[config.mk]
export PLATFORM = sky130hd
export DESIGN_NAME = acc_store_unit_flat
export DESIGN_NICKNAME = d
export VERILOG_FILES = /design/src/rtl/acc_store_unit_if.sv /design/src/rtl/acc_store_unit.sv /design/src/flat_wrapper.sv
export SDC_FILE = /design/constraint.sdc
export NUM_CORES = 1
export LEC_CHECK = 0
export BUFFER_PORTS_ARGS = -buffer_cell sky130_fd_sc_hd__buf_4
export CORE_MARGIN = 5
export CORE_UTILIZATION = 47
export DETAILED_ROUTE_END_ITERATION = 10
export GPL_TIMING_DRIVEN = 0
export HOLD_SLACK_MARGIN = 0.03
export PLACE_DENSITY = 0.72
export SYNTH_ARGS = -nofsm -noshare
export SYNTH_HDL_FRONTEND = slang
export SYNTH_SLANG_ARGS = --single-unit
[constraint.sdc]
create_clock -name clk -period 1.8 [get_ports clk]
set_clock_uncertainty 0.15 [all_clocks]
set_input_delay 0.27 -clock clk [delete_from_list [all_inputs] [get_ports clk]]
set_output_delay 0.27 -clock clk [all_outputs]
set_load 0.01 [all_outputs]
[src/rtl/acc_store_unit_if.sv]
// acc_store_unit_if: byte-wide memory write bus with req/ack handshake
interface acc_store_unit_if #(parameter int ADDR_W = 8);
   logic              mem_req;
   logic [ADDR_W-1:0] mem_addr;
   logic [7:0]        mem_wdata;
   logic              mem_ack;
   modport master (output mem_req, mem_addr, mem_wdata, input mem_ack);
   modport slave  (input mem_req, mem_addr, mem_wdata, output mem_ack);
endinterface

[src/rtl/acc_store_unit.sv]
// acc_store_unit: drains the 16-bit accumulator to byte memory as two little-endian writes
module acc_store_unit #(
   parameter int ADDR_W  = 8,
   parameter int TIMEOUT = 15
) (
   input  logic               clk,
   input  logic               rst,
   input  logic               store,
   input  logic [ADDR_W-1:0]  st_addr,
   input  logic [15:0]        acc_in,
   output logic               busy,
   output logic               done,
   output logic               err,
   acc_store_unit_if.master   mem
);
   typedef enum logic [1:0] {IDLE, LO, HI} state_t;
   state_t            state_q, state_d;
   logic [15:0]       data_q;
   logic [ADDR_W-1:0] addr_q;
   logic [7:0]        cnt_q, cnt_d, cnt_inc;
   logic              done_d, err_d;
   assign cnt_inc = cnt_q + 8'd1;
   // next state: ack always beats a timeout landing in the same cycle
   always_comb begin
      state_d = state_q;
      cnt_d   = cnt_q;
      done_d  = 1'b0;
      err_d   = 1'b0;
      case (state_q)
         IDLE: begin
            if (store) begin
               state_d = LO;
               cnt_d   = '0;
            end
         end
         LO, HI: begin
            if (mem.mem_ack) begin
               state_d = (state_q == LO) ? HI : IDLE;
               cnt_d   = '0;
               done_d  = (state_q == HI);
            end else if (cnt_inc == 8'(TIMEOUT)) begin
               state_d = IDLE;
               cnt_d   = '0;
               err_d   = 1'b1;
            end else begin
               cnt_d = cnt_inc;
            end
         end
         default: state_d = IDLE;
      endcase
   end
   // state, wait counter and completion pulses
   always_ff @(posedge clk or negedge rst) begin
      if (!rst) begin
         state_q <= IDLE;
         cnt_q   <= '0;
         done    <= 1'b0;
         err     <= 1'b0;
      end else begin
         state_q <= state_d;
         cnt_q   <= cnt_d;
         done    <= done_d;
         err     <= err_d;
      end
   end
   // capture operands once per command so later acc_in changes are ignored
   always_ff @(posedge clk or negedge rst) begin
      if (!rst) begin
         data_q <= '0;
         addr_q <= '0;
      end else if (state_q == IDLE && store) begin
         data_q <= acc_in;
         addr_q <= st_addr;
      end
   end
   // bus outputs decoded from state so they carry no path from mem_ack
   always_comb begin
      busy          = (state_q != IDLE);
      mem.mem_req   = busy;
      mem.mem_addr  = (state_q == LO) ? addr_q : (state_q == HI) ? addr_q + 1'b1 : '0;
      mem.mem_wdata = (state_q == LO) ? data_q[7:0] : (state_q == HI) ? data_q[15:8] : 8'h00;
   end
endmodule

[src/flat_wrapper.sv]
// flat-port wrapper written by rule: the top's interface ports become plain ports
module acc_store_unit_flat 
#(
   parameter int ADDR_W  = 8,
   parameter int TIMEOUT = 15
)
  (clk, rst, store, st_addr, acc_in, busy, done, err, mem_mem_req, mem_mem_addr, mem_mem_wdata, mem_mem_ack);
  acc_store_unit_if #(.ADDR_W(ADDR_W)) mem_i ();
  input  logic clk;
  input  logic rst;
  input  logic store;
  input  logic [ADDR_W-1:0] st_addr;
  input  logic [15:0] acc_in;
  output logic busy;
  output logic done;
  output logic err;
  output wire logic [$bits(mem_i.mem_req)-1:0] mem_mem_req;
  output wire logic [$bits(mem_i.mem_addr)-1:0] mem_mem_addr;
  output wire logic [$bits(mem_i.mem_wdata)-1:0] mem_mem_wdata;
  input wire logic [$bits(mem_i.mem_ack)-1:0] mem_mem_ack;
  assign mem_mem_req = mem_i.mem_req;
  assign mem_mem_addr = mem_i.mem_addr;
  assign mem_mem_wdata = mem_i.mem_wdata;
  assign mem_i.mem_ack = mem_mem_ack;
  acc_store_unit #(.ADDR_W(ADDR_W), .TIMEOUT(TIMEOUT)) u_core (.clk(clk), .rst(rst), .store(store), .st_addr(st_addr), .acc_in(acc_in), .busy(busy), .done(done), .err(err), .mem(mem_i));
endmodule
==> summary.txt <==
Timing
  – Worst slew pin tran: 0.466 ns
  – Max-slew headroom: 68.9%
  – Endpoints failing hold: 0
  – Final Critical Period: 2.17 ns
  – Setup ws final: -0.367 ns
  – RSZ-0062 raised after global routing: yes
  – Setup violators final: 22
  – Max Slew Vio Count: 0
  – Max Clk Rate: 0.462 GHz
  – Post-route clock period utilization: 120%

Status
  – Status: finished with violations
  – Failing checks: setup timing

Yosys
  – Complex-gate fraction of the synthesized area: 13.5%
  – Avg Cell Area, Syn: 11.2 µm²
  – Post-synthesis simple-gate area fraction: 12.8%
  – Xor/xnor share of the synthesized area: 1.42%
  – Leading area contributor after synthesis: dfrtp_1
  – Largest family of logic cells by synthesized area: multiplexers
  – Synth warnings: 0
  – Synth area leaders: dfrtp_1 49%, mux2_2 15%, ha_1 4.7%
  – Asr flop ratio synth: 100%
  – Sequential-to-total area share from yosys stat: 48.6%
  – #FFs+latches synth: 36
  – Synth Net Count: 200
  – Synthesized-area fraction occupied by adder cells: 4.73%
  – Multiplexer share of the synthesized area: 16.3%
  – Share of the synthesized area in the top cell type: 48.6%
  – Post-Synthesis Cells: 165
  – Syn Std Cell Area: 0.00185 mm²
  – Primary FF master, synth: dfrtp_1
  – Commonest cells in the netlist: 36 x dfrtp_1, 25 x mux2_2, 11 x o21ai_0
  – Cell variety after synth: 35
  – Most frequent cell after synthesis: dfrtp_1
  – EDFF count, synth: 0

Power and ir drop
  – Cell Int Power: 0.00297 W
  – Sw frac: 37.8%
  – Reg power frac: 29.1%
  – Part of the power in combinational logic: 58.4%
  – Clock network fraction of design power: 12.6%
  – Sw power: 0.00180 W
  – LEAKAGE: 1.29 nW
  – Worst VDD drop: 0.000853 V
  – Pwr dens: 1710 mW/mm²
  – Total power: 0.00477 W

GRT
  – Vias in the first global route: 1,683
  – Wire length of the first global-routing pass: 8120 µm
  – Global-route usage over all layers: 19.5%
  – Antenna violations before repair: 0
  – Gr ovfl total: 0
  – Largest net degree at the start of global routing: 37

Clock tree
  – Clock sink count: 36
  – CTS buffer count: 5
  – CTS tree: built
  – Reg clk slew, reported paths: 0.07 ns
  – Clock root cell: clkbuf_8
  – Number of H-tree levels: 2
  – Clk buf depth: 2
  – Worst-skew pair later-pin latency: 0.29 ns

Critical path
  – Arrival @ worst endpoint: 1.75 ns
  – Slowest cell on crit path: dfrtp_2
  – CP endpoint kind: primary output
  – Critical path fanouts, max: 4
  – Req. time, crit path: 1.38 ns
  – Startpoint types: flip-flop
  – Setup CP Type: reg2out
  – Critical path cell sequence: ha_4, and4b_1, nand3_1, xor2_1, nor2_1, buf_4
  – CP max stage delay: 0.45 ns

Route
  – Drt drc: 0
  – Via count: 1,631
  – Vias per cell: 5.64
  – DRT iter0 DRCs: 93
  – Routed WL: 5210 µm
  – TritonRoute pass-1 iters: 4
  – WL/cell: 18.0 µm
  – Post-route ant nets: 0

Flow run
  – Total of max-cap violations: 0

Placed design
  – DP HPWL: 3190 µm
  – Routability Congestion: 0.842
  – # port buffers: 47

Cells and area
  – Area growth, synth to finish: 50.7%
  – N_diodes: 0
  – Fill cells: 240
  – Share of cells above drive strength 1: 58.5%
  – Fin util: 74.6%
  – Nets: 275

Die
  – Chip width: 72.8 µm
  – Die height: 72.8 µm
  – Die area: 0.00530 mm²
  – Core Footprint: 0.00374 mm²
  – Initial core utilization: 49.5%
  – Row count: 22
  – I/O Pins: 48

Min path
  – Worst min path class: in2reg
[registers in the layout, summed over array words and instances (netlist names)]
name            cells
u_core.err          1
u_core.cnt_q        8
u_core.data_q      16
u_core.addr_q       8
u_core.state_q      2
u_core.done         1
[worst max-delay path, delay by kind of cell, from the launching register on]
family	cells	cell delay, ns
AND/OR/NAND/NOR	3	0.53
flip-flops	1	0.45
adder cells (fa/ha/maj)	1	0.20
XOR/XNOR	1	0.15
buffers and inverters	1	0.13
[metal layers]
layer,part of all wire (%),global-route usage (%),up-vias
met3,6.0,5.79,10
li1,-,-,757
met1,40,23.8,813
met5,0,0,-
met4,2.1,5.33,0
met2,52,33.6,51
[cell usage in the layout (no fill, tap or decap), types with 4 or more instances in the layout]
cell and instances:
buf_6 8, o21ai_1 6, buf_4 60, mux2_2 24, nand3_1 6, a22o_1 9, clkbuf_8 7, nor2_1 6
nand2_1 4, dfrtp_1 34, o21ai_2 4, and3_1 5
[stage by stage]
step | hold WS (ns) | area [µm²] | TNS (ns) | instances | setup WS (ns)
finish | 0.0585 | 2790 | -5.04 | 289 | -0.367
global route | 0.0499 | 2790 | -6.56 | 289 | -0.441
CTS | 0.0574 | 2580 | -4.47 | 281 | -0.336
detailed placement | 0.104 | 2270 | -11.62 | 260 | -0.406
global placement | 0.0952 | 2270 | -8.56 | 260 | -0.284
floorplan | -0.176 | 1860 | -0.159 | 165 | -0.0815
[timing repair]
action / CTS / global route
hold buffers: 1 / 0
endpoints found under the hold margin: 36 / 0
setup buffers: 12 / 8
resized for setup: 36 / 40
endpoints found under the setup margin: 46 / 27
gates cloned: 1 / 1
pin swaps: 11 / 10
[final timing paths]
kind	cells past startpoint	start	to	slack, ns
min in group asynchronous	2	rst	u_core.state_q[1]$_DFFE_PN0P_	0.34
worst min-delay path	2	st_addr[5]	u_core.addr_q[5]$_DFFE_PN0P_	0.06
worst max-delay path	6	u_core.state_q[0]$_DFFE_PN0P_	mem_mem_addr[7]	-0.37
max in group asynchronous	2	rst	u_core.cnt_q[4]$_DFFE_PN0P_	0.81
worst max register to register	6	u_core.cnt_q[1]$_DFFE_PN0P_	u_core.cnt_q[2]$_DFFE_PN0P_	-0.19
worst min register to register	1	u_core.cnt_q[7]$_DFFE_PN0P_	u_core.cnt_q[7]$_DFFE_PN0P_	0.35
[area by class of cell]
cell class	instances	area, µm²	area share (%)
sequential	36	903	32.4
tap	48	60.1	2.15
buffer	5	48.8	1.75
inverter	5	21.3	0.762
clock inverter	1	7.51	0.269
multi-input combinational	118	1110	39.8
timing repair buffer	69	554	19.9
clock buffer	7	86.3	3.09
[logic make-up (layout without fill, tap and decap cells)]
kind of cell    after synthesis  in the layout
xor+xnor                      3              3
buf+inv                      12             87
fa+ha+maj                     7              7
mux                          27             27
flops                        36             36
compound gates               37             37
simple gates                 43             44
[power by group through the flow]
stage	Combinational, W	Clock [W]	Sequential [W]
global route	0.00299	0.000660	0.00143
floorplan	0.00126	0	0.00132
CTS	0.00232	0.000610	0.00137
global placement	0.00190	0	0.00136
detailed placement	0.00198	0	0.00139
finish	0.00279	0.000600	0.00139
Power figures use the tool's default switching activity.
